[config.mk]
export PLATFORM = sky130hd
export DESIGN_NAME = seven_seg_to_nibble
export DESIGN_NICKNAME = d
export VERILOG_FILES = /design/src/rtl/seven_seg_pkg.sv /design/src/rtl/seg_glyph_lookup.sv /design/src/rtl/seven_seg_to_nibble.sv
export SDC_FILE = /design/constraint.sdc
export NUM_CORES = 1
export LEC_CHECK = 0
export ABC_CLOCK_PERIOD_IN_PS = 2800
export BUFFER_PORTS_ARGS = -buffer_cell sky130_fd_sc_hd__clkbuf_2
export CAP_MARGIN = 0
export CORE_UTILIZATION = 61
export CTS_BUF_LIST = sky130_fd_sc_hd__clkbuf_8
export CTS_CLUSTER_SIZE = 20
export DETAILED_ROUTE_END_ITERATION = 8
export PLACE_DENSITY_LB_ADDON = 0.15
export SLEW_MARGIN = 25
export SYNTH_ARGS = -nofsm -noshare
export SYNTH_HDL_FRONTEND = slang
export SYNTH_HIERARCHICAL = 1
export SYNTH_SLANG_ARGS = --single-unit
[constraint.sdc]
create_clock -name i_Clk -period 2.8 [get_ports i_Clk]
set_clock_uncertainty 0.15 [all_clocks]
set_input_delay 0.42 -clock i_Clk [delete_from_list [all_inputs] [get_ports i_Clk]]
set_output_delay 0.42 -clock i_Clk [all_outputs]
set_load 0.1 [all_outputs]
[src/rtl/seven_seg_pkg.sv]
// Shared definitions for the 7-segment readback path: glyph table, bus width, FSM states.
// Segment order is {G,F,E,D,C,B,A}, A at bit 0, 1 = lit.
package seven_seg_pkg;

  localparam int unsigned SEG_W = 7;
  localparam int unsigned NIB_W = 4;

  typedef logic [SEG_W-1:0] seg_t;

  localparam seg_t SEG_BLANK   = 7'h00;
  localparam seg_t SEG_GLYPH_0 = 7'h3F;
  localparam seg_t SEG_GLYPH_1 = 7'h06;
  localparam seg_t SEG_GLYPH_2 = 7'h5B;
  localparam seg_t SEG_GLYPH_3 = 7'h4F;
  localparam seg_t SEG_GLYPH_4 = 7'h66;
  localparam seg_t SEG_GLYPH_5 = 7'h6D;
  localparam seg_t SEG_GLYPH_6 = 7'h7D;
  localparam seg_t SEG_GLYPH_7 = 7'h07;
  localparam seg_t SEG_GLYPH_8 = 7'h7F;
  localparam seg_t SEG_GLYPH_9 = 7'h6F;
  localparam seg_t SEG_GLYPH_A = 7'h77;
  localparam seg_t SEG_GLYPH_B = 7'h7C;
  localparam seg_t SEG_GLYPH_C = 7'h39;
  localparam seg_t SEG_GLYPH_D = 7'h5E;
  localparam seg_t SEG_GLYPH_E = 7'h79;
  localparam seg_t SEG_GLYPH_F = 7'h71;

  typedef enum logic [1:0] {
    S_UNLOCKED = 2'd0,
    S_SETTLING = 2'd1,
    S_LOCKED   = 2'd2
  } seg_state_e;

  // Result of a pattern lookup: hit is set only for one of the 16 hex glyphs.
  typedef struct packed {
    logic [NIB_W-1:0] nibble;
    logic             hit;
  } seg_decode_t;

  function automatic logic seg_is_blank(input seg_t seg);
    return seg == SEG_BLANK;
  endfunction

endpackage

[src/rtl/seg_glyph_lookup.sv]
// Combinational segment-pattern to hex-nibble lookup, shared by any segment reader.
module seg_glyph_lookup
  import seven_seg_pkg::*;
(
  input  logic        seg_i,
  input  seg_t        pattern_i,
  output seg_decode_t dec_c_o
);

  logic unused_c;
  assign unused_c = seg_i;

  always_comb begin
    dec_c_o = '{nibble: 4'h0, hit: 1'b1};
    case (pattern_i)
      SEG_GLYPH_0: dec_c_o.nibble = 4'h0;
      SEG_GLYPH_1: dec_c_o.nibble = 4'h1;
      SEG_GLYPH_2: dec_c_o.nibble = 4'h2;
      SEG_GLYPH_3: dec_c_o.nibble = 4'h3;
      SEG_GLYPH_4: dec_c_o.nibble = 4'h4;
      SEG_GLYPH_5: dec_c_o.nibble = 4'h5;
      SEG_GLYPH_6: dec_c_o.nibble = 4'h6;
      SEG_GLYPH_7: dec_c_o.nibble = 4'h7;
      SEG_GLYPH_8: dec_c_o.nibble = 4'h8;
      SEG_GLYPH_9: dec_c_o.nibble = 4'h9;
      SEG_GLYPH_A: dec_c_o.nibble = 4'hA;
      SEG_GLYPH_B: dec_c_o.nibble = 4'hB;
      SEG_GLYPH_C: dec_c_o.nibble = 4'hC;
      SEG_GLYPH_D: dec_c_o.nibble = 4'hD;
      SEG_GLYPH_E: dec_c_o.nibble = 4'hE;
      SEG_GLYPH_F: dec_c_o.nibble = 4'hF;
      default:     dec_c_o.hit    = 1'b0;
    endcase
  end

endmodule

[src/rtl/seven_seg_to_nibble.sv]
// Debounced 7-segment pattern decoder: accepts a pattern after STABLE_CYCLES identical samples.
// Optional SEG_DECODE_SYNC_EN adds a 2-flop input synchronizer for asynchronous sources.
module seven_seg_to_nibble
  import seven_seg_pkg::*;
#(
  parameter int unsigned STABLE_CYCLES = 4
) (
  input  logic             i_Clk,
  input  logic             i_Rst_L,
  input  logic [SEG_W-1:0] i_Segments,
  output logic [NIB_W-1:0] o_Nibble,
  output logic             o_Valid,
  output logic             o_Invalid,
  output logic             o_Change
);

  localparam int unsigned CNT_W = $clog2(STABLE_CYCLES + 1);
  localparam logic [CNT_W-1:0] CNT_COMMIT = CNT_W'(STABLE_CYCLES - 1);
  localparam logic [CNT_W-1:0] CNT_MAX    = CNT_W'(STABLE_CYCLES);

  seg_t             seg_in_c;
  seg_t             seg_q;
  seg_t             cand_q,    cand_d;
  seg_t             last_q,    last_d;
  logic [CNT_W-1:0] cnt_q,     cnt_d;
  seg_state_e       state_q,   state_d;
  logic [NIB_W-1:0] nibble_q,  nibble_d;
  logic             valid_q,   valid_d;
  logic             invalid_q, invalid_d;
  logic             change_q,  change_d;
  seg_decode_t      dec_c;

`ifdef SEG_DECODE_SYNC_EN
  seg_t sync1_q, sync2_q;

  // Two-flop synchronizer for segment sources not clocked by i_Clk.
  always_ff @(posedge i_Clk or negedge i_Rst_L) begin
    if (!i_Rst_L) begin
      sync1_q <= SEG_BLANK;
      sync2_q <= SEG_BLANK;
    end else begin
      sync1_q <= i_Segments;
      sync2_q <= sync1_q;
    end
  end

  assign seg_in_c = sync2_q;
`else
  assign seg_in_c = i_Segments;
`endif

  seg_glyph_lookup u_lookup (
    .seg_i     (1'b0),
    .pattern_i (cand_q),
    .dec_c_o   (dec_c)
  );

  // Next-state: reload on any difference, commit once the count reaches threshold.
  always_comb begin
    state_d   = state_q;
    cand_d    = cand_q;
    cnt_d     = cnt_q;
    last_d    = last_q;
    nibble_d  = nibble_q;
    valid_d   = valid_q;
    invalid_d = invalid_q;
    change_d  = 1'b0;

    if (seg_q != cand_q) begin
      cand_d  = seg_q;
      cnt_d   = CNT_W'(1);
      state_d = S_SETTLING;
    end else if ((state_q != S_LOCKED) && (cnt_q == CNT_COMMIT)) begin
      state_d  = S_LOCKED;
      last_d   = cand_q;
      change_d = (cand_q != last_q);
      if (dec_c.hit) begin
        nibble_d  = dec_c.nibble;
        valid_d   = 1'b1;
        invalid_d = 1'b0;
      end else begin
        // Blank keeps the nibble and clears both flags; other non-glyphs are invalid.
        valid_d   = 1'b0;
        invalid_d = !seg_is_blank(cand_q);
      end
    end else if (cnt_q != CNT_MAX) begin
      cnt_d = cnt_q + CNT_W'(1);
    end
  end

  always_ff @(posedge i_Clk or negedge i_Rst_L) begin
    if (!i_Rst_L) begin
      seg_q     <= SEG_BLANK;
      cand_q    <= SEG_BLANK;
      last_q    <= SEG_BLANK;
      cnt_q     <= '0;
      state_q   <= S_UNLOCKED;
      nibble_q  <= '0;
      valid_q   <= 1'b0;
      invalid_q <= 1'b0;
      change_q  <= 1'b0;
    end else begin
      seg_q     <= seg_in_c;
      cand_q    <= cand_d;
      last_q    <= last_d;
      cnt_q     <= cnt_d;
      state_q   <= state_d;
      nibble_q  <= nibble_d;
      valid_q   <= valid_d;
      invalid_q <= invalid_d;
      change_q  <= change_d;
    end
  end

  assign o_Nibble  = nibble_q;
  assign o_Valid   = valid_q;
  assign o_Invalid = invalid_q;
  assign o_Change  = change_q;

endmodule

Word-level counts from Yosys, hierarchy flattened

Index checks and enable logic that the tools add are counted.

Latch bits: 0
Bits in read-only memories: 0
Memories: 0
RAM bits: 0
Register bits after elaboration: 33

Add/subtract/negate cells: 1
Reductions and logical operators: 9
Divide/modulo/power cells: 0
Magnitude comparators: 0
Multiplexer cells: 11
Bitwise logic cells: 1
Equality and inequality tests: 22
Multipliers: 0
Shift operators: 0

Operators by type and width:

| operator              | number |
|---|---|
| $eq A7 B7 Y1 const B  | 12 |
| $pmux W4 S15          | 1 |
| $reduce_or A16 Y1     | 1 |
| $eq A7 B3 Y1 const B  | 2 |
| $eq A7 B6 Y1 const B  | 2 |
| $ne A7 B7 Y1          | 2 |
| $mux W3               | 3 |
| $logic_not A7 Y1      | 1 |
| $mux W1               | 5 |
| $mux W2               | 2 |
| $ne A2 B2 Y1 const B  | 2 |
| $reduce_and A2 Y1     | 2 |
| $reduce_bool A2 Y1    | 2 |
| $add A3 B1 Y3 const B | 1 |
| $eq A3 B2 Y1 const B  | 1 |
| $ne A3 B3 Y1 const B  | 1 |
| $reduce_and A3 Y1     | 1 |
| $logic_and A1 B1 Y1   | 1 |
| $logic_not A1 Y1      | 1 |
| $not A1 Y1            | 1 |

Longest topological paths before layout

Word-level depth: 4
Depth in mapped cells: 8
Depth with buffers taken out: 7

Hierarchy

The synthesis kept the hierarchy.

By module, submodules not included:

| module              | cells each | instances | seq. area each (µm²) | area an instance (µm²) |
|---|---|---|---|---|
| seven_seg_to_nibble | 104        | 1         | 825.8                | 1,357.6 |
| seg_glyph_lookup    | 59         | 1         | 0.0                  | 387.9 |

Worst setup path after synthesis

No wires, ideal clock.

Path kind: register to register
From: reg cand_q[1]
To: reg nibble_q[0], in the netlist o_Nibble[0]
Library setup time: 0.126 ns
Arrival time: 1.971 ns
Buffers on the path: 1
Stages on the path, launching flop included: 9
Required time: 2.524 ns
Period minus slack after synthesis: 2.247 ns
Path slack: 0.553 ns
Path through: dfrtp_1 -> buf_6 -> or3b_1 -> o21ai_1 -> nor3b_2 -> nand4b_1 -> and3_1 -> nand4_1 -> mux2_2

RTL lines:

| what                   | line                       | RTL |
|---|---|---|
| from (decl)            | seven_seg_to_nibble.sv:23  | `seg_t cand_q, cand_d;` |
| from (signal assigned) | seven_seg_to_nibble.sv:104 | `cand_q <= cand_d;` |
| to (signal assigned)   | seven_seg_to_nibble.sv:108 | `nibble_q <= nibble_d;` |
| to (decl)              | seven_seg_to_nibble.sv:27  | `logic [NIB_W-1:0] nibble_q, nibble_d;` |

==> summary.txt <==
Worst setup path
  • FF-to-FF Start: cand_q[5]$_DFFE_PN0N_
  • Worst r2r path cells: 7
  • R2r endpoint: o_Nibble[3]$_DFFE_PN0P_
  • Arr. time, crit path: between 2000 and 3000 ps
  • Critical path peak fanout: 17
  • Slowest stage cell, crit path: dfrtp_1
  • Slowest stage delay, CP: 560 ps
  • Worst Setup End Kind: flop
  • Worst Path Class, Setup: reg -> reg
  • Crit-path cells: nand2b_1 -> nor4_1 -> a31oi_1 -> nand4b_1 -> and3_1 -> nand4_1 -> mux2_2
  • FF-to-FF setup slack: 200 ps
  • Worst EP required: about 2800 ps
  • Crit path launch type: flop

Floorplan
  • Die W: 55.4 um
  • Die area: 3070 sq um
  • Overall die height: 55.4 um
  • Placeable Area: 2730 sq um
  • Initial Utilization: 0.637
  • Row count: 19
  • I/O pin total: 16

Placement
  • Post-place instance area: 1790 sq um
  • GP Congestion: slightly above 0.8
  • Number of buffers inserted by port buffering: 15
  • HPWL Detailed: roughly 2.2 mm
  • Placed Cells: 197

Layout
  • Nets: about 190
  • Final instance area: 1880 sq um
  • Share of cells above drive strength 1: 0.243
  • Fillers: approximately 200
  • Ant diodes: 0
  • Area delta synth->final: 7.97%
  • Non-filler instance count after layout: between 200 and 250

Power
  • NetSw: between 0.2 and 0.25 mW
  • Power Total: 0.926 mW
  • Logic pwr share: 0.078
  • Sequential Power Share: 0.552
  • Power Dens Cells: 493 nW/um^2
  • Switching Share: 0.233
  • Leak pwr: 0.872 nW
  • P_int: 0.711 mW
  • VDD IR max: slightly above 500 uV
  • Part of the power in the clock network: 0.370

Detailed routing
  • Final ANT Viol Nets: 0
  • Via Count: 1210
  • Via/cell ratio: 5.93
  • Detailed Routing Iterations Pass 1: 4
  • Residual DRC: 0
  • Drt wl/cell: 15.3 um
  • Final wirelength: 3.13 mm
  • Detailed Route Iter0 Violations: 43

Global routing
  • Vias in the first global route: 1181
  • Largest net degree at the start of global routing: 34
  • Grt ovf: 0
  • First-pass GRT wire length: 5.33 mm
  • Initial antenna violation count: 0
  • Total track usage: 0.225

Timing
  • Final hold violations: 0
  • Pins over their slew limit: 0
  • Finish-stage setup viols: 0
  • Final Cycle Share: 0.928
  • Hold_ws: approximately 64 ps
  • Fin Setup TNS: 0 ps
  • Slew @ Worst Pin: 779 ps
  • RSZ-0062 raised after global routing: no
  • Min Clock Period, post-route: ~2600 ps
  • Fmax: slightly below 400 MHz
  • Slew HR: 0.481

CTS
  • Resized Gates After CTS: 0
  • TritonCTS clock tree: built
  • Clock Tree Root: clkbuf_8
  • Cts bufs inserted: 5
  • Post-CTS setup buffers: 0
  • CTS max path bufs: 2
  • CTS Hold Bufs: 0
  • H-tree depth: 2
  • Clock slew at reported path FFs: 60 ps
  • Clock Sinks: 33
  • Clk_lat worst skew: approximately 270 ps

Yosys
  • Mapped Area: 1740 sq um
  • Syn Inst Count: 162
  • Syn_area_per_cell: 10.8 sq um
  • Syn_nets: 174
  • Synthesis warning total: 6

Min path
  • Worst hold path type: in -> async

Run
  • Max Cap Viol: 0

Status
  • Status: finished clean
## through the flow
stage,util,setup slack [ps]
after floorplan,-,553
after detailed placement,0.656,244
after global routing,0.688,14.8
after global placement,0.656,286
after CTS,0.688,233
final,0.688,200
## how the worst max path moves through the flow
stage                                          to  slack [ps]                  start  depth (start not counted)
after floorplan           o_Nibble[0]$_DFFE_PN0P_         550  cand_q[1]$_DFFE_PN0N_                          8
after global placement    o_Nibble[2]$_DFFE_PN0P_         290  cand_q[5]$_DFFE_PN0N_                          7
after detailed placement  o_Nibble[3]$_DFFE_PN0P_         240  cand_q[1]$_DFFE_PN0N_                          7
after CTS                 o_Nibble[3]$_DFFE_PN0P_         230  cand_q[5]$_DFFE_PN0N_                          7
after global routing      o_Nibble[2]$_DFFE_PN0P_          10  cand_q[1]$_DFFE_PN0N_                          7
final                     o_Nibble[3]$_DFFE_PN0P_         200  cand_q[5]$_DFFE_PN0N_                          7
## critical path, delay by kind of cell, from the launching register on
family,cells,cell delay (ps)
simple gates,5,1260
flops,1,560
compound gates,1,150
mux,1,360
## layout make-up
type / instances / area (sq um) / area share
sequential: 33 / 826 / 0.439
clock buffer: 6 / 82.6 / 0.0439
multi-input combinational: 107 / 798 / 0.424
tap: 31 / 38.8 / 0.0206
clock inverter: 1 / 3.75 / 0.00200
timing repair buffer: 19 / 105 / 0.0559
inverter: 7 / 26.3 / 0.0140
## flip-flops by register name, summed over array words and instances, names as in the netlist
name / flops
o_Change: 1
state_q: 2
o_Valid: 1
seg_q: 7
last_q: 7
cnt_q: 3
cand_q: 7
o_Nibble: 4
o_Invalid: 1
## power by group through the flow
stage	clock [mW]	combinational [mW]	sequential, mW
2_1_floorplan	0	0.0588	0.510
3_3_place_gp	0	0.0703	0.519
3_5_place_dp	0	0.0717	0.520
4_1_cts	0.353	0.0722	0.511
5_1_grt	0.373	0.0799	0.514
6_report	0.343	0.0720	0.512
## layout by cell type (no fill, tap or decap), types with 2 or more instances in the layout
cell,n
o21ai_0,7
nand4bb_1,2
nand4b_1,2
ha_1,3
a21oi_1,7
inv_1,8
nand2b_1,6
nand3_1,5
nor4_1,4
nor3_1,2
xor2_1,9
clkbuf_8,6
o21ai_1,2
dfrtp_1,33
nor3b_1,2
clkbuf_2,15
mux2_2,12
nand4_1,2
buf_4,4
o211ai_1,2
nor2_1,6
nand2_1,7
a31oi_1,2
xnor2_1,6
or3b_1,3
## routing by layer
| metal | routed length [um] | GRT usage | vias to the layer above | share of wire |
|---|---|---|---|---|
| met1 | 1500 | 0.305 | 586 | 0.48 |
| li1 | - | - | 582 | - |
| met5 | 0 | 0 | - | 0 |
| met2 | 1470 | 0.332 | 38 | 0.47 |
| met4 | 40 | 0.107 | 0 | 0.013 |
| met3 | 118 | 0.0679 | 4 | 0.038 |
Note: power is estimated with default switching activity, not from simulation.
